$ cat src/rtl/rr_grant_arbiter_pkg.sv
// arb_pkg: shared types and the round-robin pick function for arbiters.
//   state_t  : arbiter FSM states (IDLE, GRANT, RELEASE)
//   pick_t   : {found, idx} result of a round-robin search
//   rr_pick  : first set request at or after ptr, wrapping at num_req.
//              Vectors are sized for the largest supported arbiter (16);
//              callers zero-extend their request vector and pointer.
package arb_pkg;

  localparam int MAX_REQ  = 16;
  localparam int MAX_ID_W = 4;

  typedef enum logic [1:0] {
    IDLE    = 2'd0,
    GRANT   = 2'd1,
    RELEASE = 2'd2
  } state_t;

  typedef struct packed {
    logic                found;
    logic [MAX_ID_W-1:0] idx;
  } pick_t;

  // Rotate the search origin to ptr, take the first set bit, and map the
  // position back to an absolute index. Positions >= num_req are never visited.
  function automatic pick_t rr_pick(
    input logic [MAX_REQ-1:0]  req,
    input logic [MAX_ID_W-1:0] ptr,
    input int                  num_req
  );
    pick_t res;
    int    pos;
    res = '0;
    for (int k = 0; k < MAX_REQ; k++) begin
      pos = (int'(ptr) + k) % num_req;
      if ((k < num_req) && !res.found && req[pos[MAX_ID_W-1:0]]) begin
        res.found = 1'b1;
        res.idx   = pos[MAX_ID_W-1:0];
      end
    end
    return res;
  endfunction

endpackage

$ cat src/rtl/rr_priority_pick.sv
// rr_priority_pick: combinational round-robin selector.
//   i_req   [NUM_REQ-1:0]  request vector
//   i_ptr   [ID_W-1:0]     index searched first
//   o_found                at least one request set
//   o_idx   [ID_W-1:0]     selected index (0 when o_found=0)
module rr_priority_pick
  import arb_pkg::*;
#(
  parameter  int NUM_REQ = 4,
  localparam int ID_W    = $clog2(NUM_REQ)
) (
  input  logic [NUM_REQ-1:0] i_req,
  input  logic [ID_W-1:0]    i_ptr,
  output logic               o_found,
  output logic [ID_W-1:0]    o_idx
);

  logic [MAX_REQ-1:0]  w_req_ext;
  logic [MAX_ID_W-1:0] w_ptr_ext;
  pick_t               w_pick;
  logic                w_unused_pick;

  always_comb begin
    w_req_ext                = '0;
    w_req_ext[NUM_REQ-1:0]   = i_req;
    w_ptr_ext                = '0;
    w_ptr_ext[ID_W-1:0]      = i_ptr;
    w_pick                   = rr_pick(w_req_ext, w_ptr_ext, NUM_REQ);
  end

  assign o_found = w_pick.found;
  assign o_idx   = w_pick.idx[ID_W-1:0];

  // Upper index bits are always zero for small arbiters.
  assign w_unused_pick = ^w_pick;

endmodule

$ cat src/rtl/rr_grant_arbiter.sv
// rr_grant_arbiter: N-way round-robin arbiter for one shared resource with a
// bounded hold time per tenure. All outputs are registered.
//   clock            posedge clock
//   reset            synchronous, active-high
//   i_req            [NUM_REQ-1:0] level requests
//   o_gnt            [NUM_REQ-1:0] one-hot (or zero) grant
//   o_gnt_valid      OR of o_gnt
//   o_gnt_id         [ID_W-1:0] granted index, 0 when no grant
//   o_timeout_pulse  one-cycle pulse when a tenure is cut at MAX_HOLD cycles
//   o_busy           FSM not in IDLE
//
// state   | meaning
// IDLE    | no grant; pick next requester from rr pointer
// GRANT   | owner holds the resource, hold counter running
// RELEASE | one turnaround cycle with no grant, then back to IDLE
module rr_grant_arbiter
  import arb_pkg::*;
#(
  parameter  int NUM_REQ  = 4,
  parameter  int MAX_HOLD = 16,
  localparam int ID_W     = $clog2(NUM_REQ)
) (
  input  logic               clock,
  input  logic               reset,
  input  logic [NUM_REQ-1:0] i_req,
  output logic [NUM_REQ-1:0] o_gnt,
  output logic               o_gnt_valid,
  output logic [ID_W-1:0]    o_gnt_id,
  output logic               o_timeout_pulse,
  output logic               o_busy
);

  localparam int                HOLD_W   = (MAX_HOLD == 0) ? 1 : $clog2(MAX_HOLD + 1);
  localparam logic [HOLD_W-1:0] HOLD_LIM = HOLD_W'(MAX_HOLD);
  localparam logic [ID_W-1:0]   LAST_ID  = ID_W'(NUM_REQ - 1);

  state_t              r_state;
  logic [ID_W-1:0]     r_rr_ptr;
  logic [HOLD_W-1:0]   r_hold_cnt;
  logic [NUM_REQ-1:0]  r_gnt;
  logic                r_gnt_valid;
  logic [ID_W-1:0]     r_gnt_id;
  logic                r_timeout_pulse;
  logic                r_busy;

  logic                w_found;
  logic [ID_W-1:0]     w_pick_idx;
  logic [NUM_REQ-1:0]  w_pick_onehot;
  logic                w_owner_req;
  logic                w_hold_hit;
  logic [ID_W-1:0]     w_next_ptr;

  rr_priority_pick #(
    .NUM_REQ (NUM_REQ)
  ) u_pick (
    .i_req   (i_req),
    .i_ptr   (r_rr_ptr),
    .o_found (w_found),
    .o_idx   (w_pick_idx)
  );

  assign w_pick_onehot = {{(NUM_REQ-1){1'b0}}, 1'b1} << w_pick_idx;
  assign w_owner_req   = i_req[r_gnt_id];
  assign w_hold_hit    = (MAX_HOLD != 0) && (r_hold_cnt == HOLD_LIM);
  assign w_next_ptr    = (r_gnt_id == LAST_ID) ? '0 : r_gnt_id + 1'b1;

  // The pointer advance is captured on the GRANT exit edge because o_gnt_id
  // is cleared there; the pointer is only consumed in IDLE, after RELEASE,
  // so the visible arbitration order is the same as advancing in RELEASE.
  always_ff @(posedge clock) begin
    if (reset) begin
      r_state         <= IDLE;
      r_rr_ptr        <= '0;
      r_hold_cnt      <= '0;
      r_gnt           <= '0;
      r_gnt_valid     <= 1'b0;
      r_gnt_id        <= '0;
      r_timeout_pulse <= 1'b0;
      r_busy          <= 1'b0;
    end else begin
      r_timeout_pulse <= 1'b0;
      case (r_state)
        IDLE: begin
          if (w_found) begin
            r_gnt       <= w_pick_onehot;
            r_gnt_valid <= 1'b1;
            r_gnt_id    <= w_pick_idx;
            r_hold_cnt  <= HOLD_W'(1);
            r_busy      <= 1'b1;
            r_state     <= GRANT;
          end
        end
        GRANT: begin
          if (!w_owner_req || w_hold_hit) begin
            // A dropped request wins over the hold limit: no timeout pulse.
            r_timeout_pulse <= w_owner_req;
            r_gnt           <= '0;
            r_gnt_valid     <= 1'b0;
            r_gnt_id        <= '0;
            r_hold_cnt      <= '0;
            r_rr_ptr        <= w_next_ptr;
            r_state         <= RELEASE;
          end else if (r_hold_cnt != {HOLD_W{1'b1}}) begin
            r_hold_cnt <= r_hold_cnt + HOLD_W'(1);
          end
        end
        RELEASE: begin
          r_busy  <= 1'b0;
          r_state <= IDLE;
        end
        default: begin
          r_gnt       <= '0;
          r_gnt_valid <= 1'b0;
          r_gnt_id    <= '0;
          r_busy      <= 1'b0;
          r_state     <= IDLE;
        end
      endcase
    end
  end

  assign o_gnt           = r_gnt;
  assign o_gnt_valid     = r_gnt_valid;
  assign o_gnt_id        = r_gnt_id;
  assign o_timeout_pulse = r_timeout_pulse;
  assign o_busy          = r_busy;

endmodule

$ cat config.mk
export PLATFORM = sky130hd
export DESIGN_NAME = rr_grant_arbiter
export DESIGN_NICKNAME = d
export VERILOG_FILES = /design/src/rtl/rr_grant_arbiter_pkg.sv /design/src/rtl/rr_priority_pick.sv /design/src/rtl/rr_grant_arbiter.sv
export SDC_FILE = /design/constraint.sdc
export NUM_CORES = 1
export LEC_CHECK = 0
export ABC_AREA = 1
export CAP_MARGIN = 20
export CORE_ASPECT_RATIO = 1.5
export CORE_UTILIZATION = 35
export CTS_CLUSTER_DIAMETER = 150
export DETAILED_ROUTE_END_ITERATION = 8
export HOLD_SLACK_MARGIN = 0.08
export PLACE_DENSITY_LB_ADDON = 0.2
export SETUP_SLACK_MARGIN = 0.02
export SLEW_MARGIN = 25
export SYNTH_ARGS = -nofsm -noshare
export SYNTH_HDL_FRONTEND = slang
export SYNTH_SLANG_ARGS = --single-unit
$ cat constraint.sdc
create_clock -name clock -period 2.2 [get_ports clock]
set_clock_uncertainty 0.2 [all_clocks]
set_input_delay 0.55 -clock clock [delete_from_list [all_inputs] [get_ports clock]]
set_output_delay 0.55 -clock clock [all_outputs]
set_load 0.05 [all_outputs]
==> results of run 1 <==
## sequential cells by signal, summed over array words and instances (netlist names)
signal	count
o_busy	1
o_gnt	4
o_gnt_id	2
o_gnt_valid	1
o_timeout_pulse	1
r_hold_cnt	5
r_rr_ptr	2
r_state	2
## power groups by stage
stage,sequential [uW],combinational [uW],clock (uW)
3_5_place_dp,558,1620,0
6_report,553,1690,269
3_3_place_gp,556,1590,0
2_1_floorplan,719,1020,0
4_1_cts,550,1630,274
5_1_grt,571,1870,287
## layout by cell type (no fill, tap or decap), drive strengths merged
cell type,n
nand2,64
a21oi,13
buf,18
nor3,1
inv,24
nor3b,1
dlymetal6s2s,2
a21boi,1
nor2,21
nand3,15
clkbuf,4
clkdlybuf4s50,3
a31oi,1
nand3b,2
ha,4
dfxtp,18
xor2,1
nand4,1
o21ai,8
xnor2,1
## worst max-delay path: stages
cell	delay, ns
clkdlybuf4s50_1	0.50
nand2_1	0.07
nand2_1	0.14
nand2_1	0.10
o21ai_2	0.08
nand3b_4	0.17
nand2_8	0.07
nand2_4	0.14
nand2_1	0.06
o21ai_1	0.08
nor2_1	0.05
## logic make-up after synthesis
| logic type | synth area share, % |
|---|---|
| XOR/XNOR | 1.45 |
| flip-flops | 29.8 |
| AND/OR/NAND/NOR | 43.9 |
| adder cells (fa/ha/maj) | 4.15 |
| AO/OA/AOI/OAI | 11.7 |
| buffers and inverters | 8.91 |
## final timing paths
path,from,endpoint,slack [ns],depth (start not counted)
setup / recovery,i_req[2],r_hold_cnt[4],0.15,11
hold / removal,o_gnt_valid,o_gnt_valid,0.26,2
setup reg to reg,r_rr_ptr[0],r_hold_cnt[3],0.26,12
hold reg to reg,o_gnt_valid,o_gnt_valid,0.26,2
## per-layer routing
metal	track usage [%]	vias up
li1	-	612
met1	15.3	543
met2	33.3	16
met3	1.23	4
met4	6.67	0
met5	0	-
## per-stage QoR
stage | hold WS (ns) | total power [uW]
2_1_floorplan | 0.257 | 1740
3_3_place_gp | 0.254 | 2150
3_5_place_dp | 0.263 | 2180
4_1_cts | 0.272 | 2450
5_1_grt | 0.300 | 2720
6_report | 0.264 | 2510
## area by class of cell
type | instances | area, um^2 | area share, %
multi-input cells | 134 | 773 | 50.8
flip-flops and latches | 18 | 360 | 23.7
repair buffers | 23 | 190 | 12.5
inverters | 24 | 92.6 | 6.09
clock buffers | 4 | 55.1 | 3.62
well taps | 40 | 50.0 | 3.29
==> impl_metrics.toml, run 1 <==
[yosys]
synthFlopType = "dfxtp_1"
seq_area_frac_synth_pct = 29.8
synth_commonest_cells = "nand2_1, inv_1, nor2_1"
avgSynthCellArea_um2 = 6.78
synth_top_cell_area_share_pct = 29.8
syn_inst = 178
synth_nets = 188
synthDistinctLibCells = 29
synth_top_cell_by_area = "dfxtp_1"
yosysMostFrequentCell = "nand2_1"
synth_area_um2 = 1210
postSynthRegisterBits = 18
synth_edf_count = 0
synth_area_leaders = "dfxtp_1, nand2_1, inv_1, nor2_1, nand3_1"
ys_async_sr_fraction_pct = 0
yosysWarningCount = 0

[critical_path]
crit_path_end_kind = "flip-flop"
cp.required_ns = 2.15
cp_max_fo = 9
critPathKind = "primary input to flip-flop"
worstPathArrival_ns = 2.00
worstSetupStartpointType = "primary input"

[flow_run]
drv_cap = 0

[global_routing]
antenna_found_initial = 0
globalRouteOverflowTotal = 0
grt_pass1_wl_um = 4510
grt_pass1_vias = 1114
track_usage_pct = 15.9
grt_max_degree = 11

[cells_and_area]
fin_area_um2 = 1520
fin_util_pct = 47.2
n_antenna_cell = 0
instances_no_fill = 243
drive_gt1_share_pct = 27.1
fill_cells = 337
areaGrowthSynthToFinish_pct = 26.0
finalNetCount = 214

[route]
vias_per_cell = 4.84
wl_met2_um = 1560
wl_um = 2700
num_vias = 1175
wl_met3_um = 52
highest_layer = "met4"
drcViolationCount = 0
dr.pass1.iters = 4
drt_iter0_markers = 26
drt-met1-wl_um = 1050
ant_nets = 0
wl_per_cell_um = 11.1

[sta]
fin_crit_sh_pct = 93.3
setup_slack_ns = 0.147
report.final.setup_viol = 0
max_clock_freq_ghz = 0.487
finalHoldViolCount = 0
maxSlewViolCount = 0
rsz0062_at_grt = "true"
max_slew.worst_pin.slew_ns = 0.548
min_period_ns = 2.05
tns_ns = 0
slew_headroom_pct = 63.3

[clock_tree]
clock-sinks = 18
root_buffer = "clkbuf_8"
clkLatencyLatePin_ns = 0.25
cts_hold_buf = 0
h-tree-depth = 1
cts_setup_buffers = 0
clockBufferDepth = 2
clk_transition_reported_paths_ns = 0.07
post_cts_resized = 0
cts_tree = "built"
cts_buffers = 3

[power]
switching_share_pct = 51.9
internal-power_uw = 1210
combPwrFrac_pct = 67.2
power_frac_seq_pct = 22.1
peakVddDrop_mv = 0.844
p_clk_share_pct = 10.7
p_switching_uw = 1300
p_leak_uw = 0.000746
power_density_nw_per_um2 = 1650

[placed_design]
detailedPlace.worstSlack_ns = -0.149
placed_area_um2 = 1430
place_congestion = 0.809
place_hpwl_um = 2220
place_inst = 239
port-buffer-count = 14

[floorplan]
start_util_pct = 37.5
die_h_um = 73.9
dieWidth_um = 50.0
coreArea_um2 = 3220
dieArea_um2 = 3690
rows = 25
pin_count = 15

[run_status]
status = "completed"

[hold_path]
hold_class = "flip-flop to flip-flop"
Power figures use the tool's default switching activity.
==> run 2, diff against run 1 <==
MAX_ROUTING_LAYER = met4   (was unset)
==> run 2 against run 1 <==
Flip-flop and latch count unchanged. Total power about the same. Register-to-register slack is essentially flat. Routed wire length hardly changed. Largest cell class unchanged.
==> impl_metrics.toml, run 2 (synthesis results as in run 1) <==
[run_status]
status = "completed"

[cells_and_area]
fin_area_um2 = 1520
largest_reg_flops = 5
final-seq-area_um2 = 360
final_cell_mix = "nand2_1, inv_1, nor2_1, dfxtp_1, buf_4"
top_register = "r_hold_cnt"
mostFrequentLayoutCell = "nand2_1"
areaGrowthSynthToFinish_pct = 26.0
fill_cells = 337
fin_util_pct = 47.2
finalNetCount = 214
drive_gt1_share_pct = 27.1
n_antenna_cell = 0
multi_input_area_um2 = 773

[critical_path]
cp_max_fo = 9
r2r_start = "r_rr_ptr[0]"
worstPathArrival_ns = 2.00
r2r-end = "r_hold_cnt[3]"
r2r_setup_slack_ns = 0.26
worstSetupStartpointType = "primary input"
critPathKind = "primary input to flip-flop"
crit_path_end_kind = "flip-flop"
r2r_cells = 12
cp.required_ns = 2.15
crit_path_start = "i_req[2]"
cp-endpoint = "r_hold_cnt[4]"

[clock_tree]
clkLatencyLatePin_ns = 0.25
root_buffer = "clkbuf_8"
clock-sinks = 18
cts_tree = "built"
cts_setup_buffers = 0
h-tree-depth = 1
clockBufferDepth = 2
post_cts_resized = 0
cts_buffers = 3
cts_hold_buf = 0
clk_transition_reported_paths_ns = 0.07

[flow_run]
drv_cap = 0

[placed_design]
placed_area_um2 = 1430
port-buffer-count = 14
place_congestion = 0.820
place_hpwl_um = 2220

[route]
drt_iter0_markers = 23
wl_um = 2700
ant_nets = 0
dr.pass1.iters = 4
wl_per_cell_um = 11.1
drcViolationCount = 0
num_vias = 1173
vias_per_cell = 4.83

[sta]
rsz0062_at_grt = "true"
min_period_ns = 2.05
tns_ns = 0
maxSlewViolCount = 0
max_slew.worst_pin.slew_ns = 0.548
report.final.setup_viol = 0
max_clock_freq_ghz = 0.487
fin_crit_sh_pct = 93.3
slew_headroom_pct = 63.3
finalHoldViolCount = 0

[global_routing]
grt_pass1_vias = 1117
antenna_found_initial = 0
grt_pass1_wl_um = 4500
track_usage_pct = 16.3
globalRouteOverflowTotal = 0
grt_max_degree = 11

[floorplan]
rows = 25
start_util_pct = 37.5
pin_count = 15
dieWidth_um = 50.0
coreArea_um2 = 3220
dieArea_um2 = 3690
die_h_um = 73.9

[power]
peakVddDrop_mv = 0.844
power_density_nw_per_um2 = 1650
p_leak_uw = 0.000746

[hold_path]
hold_class = "flip-flop to flip-flop"
## run 2: cell counts in the layout (fill, tap and decap cells not counted)
Identical to the previous run, type by type.
## run 2: metrics by stage
| stage | setup WS, ns | hold slack, ns | std cells | total power (uW) |
|---|---|---|---|---|
| 2_1_floorplan | 0.212 | 0.257 | 178 | 1740 |
| 3_3_place_gp | -0.117 | 0.254 | 239 | 2150 |
| 3_5_place_dp | -0.149 | 0.263 | 239 | 2180 |
| 4_1_cts | 0.109 | 0.272 | 243 | 2450 |
| 5_1_grt | 0.0121 | 0.300 | 243 | 2720 |
| 6_report | 0.147 | 0.264 | 243 | 2510 |
## run 2: routing by layer
| layer | up-vias | global-route usage, % | share of wire, % |
|---|---|---|---|
| li1 | 612 | - | - |
| met5 | - | - | 0 |
| met3 | 4 | 1.23 | 1.9 |
| met1 | 541 | 15.2 | 39 |
| met2 | 16 | 33.3 | 58 |
| met4 | 0 | 6.67 | 1.2 |
## run 2: worst min path at each step
stage	cells after the start	to	startpoint	slack, ns
2_1_floorplan	2	r_hold_cnt[3]	r_hold_cnt[3]	0.26
4_1_cts	2	o_gnt_valid	o_gnt_valid	0.27
5_1_grt	2	o_busy	o_busy	0.30
3_5_place_dp	2	o_gnt_valid	o_gnt_valid	0.26
6_report	2	o_gnt_valid	o_gnt_valid	0.26
3_3_place_gp	2	o_gnt_valid	o_gnt_valid	0.25
## run 2: cell type report
type                            instances  share of cell area (%)
Tap cell                               40                    3.29
Sequential cell                        18                    23.7
Clock buffer                            4                    3.62
Multi-Input combinational cell        134                    50.8
Inverter                               24                    6.09
Timing Repair Buffer                   23                    12.5
## run 2: power by group
| part | internal [uW] | total, uW | switching (uW) |
|---|---|---|---|
| Sequential | 439 | 553 | 114 |
| Clock | 159 | 269 | 110 |
| Combinational | 609 | 1690 | 1080 |
| Total | 1210 | 2510 | 1300 |
## run 2: critical path, cell delays in order
cell             delay, ns
clkdlybuf4s50_1       0.50
nand2_1               0.07
nand2_1               0.14
nand2_1               0.10
o21ai_2               0.08
nand3b_4              0.17
nand2_8               0.07
nand2_4               0.14
nand2_1               0.06
o21ai_1               0.08
nor2_1                0.05
==> run 3, diff against run 2 <==
SLEW_MARGIN = 30   (was 25)
==> results of run 3 <==
No change in the layout: final DEF, timing and power equal those of run 2.
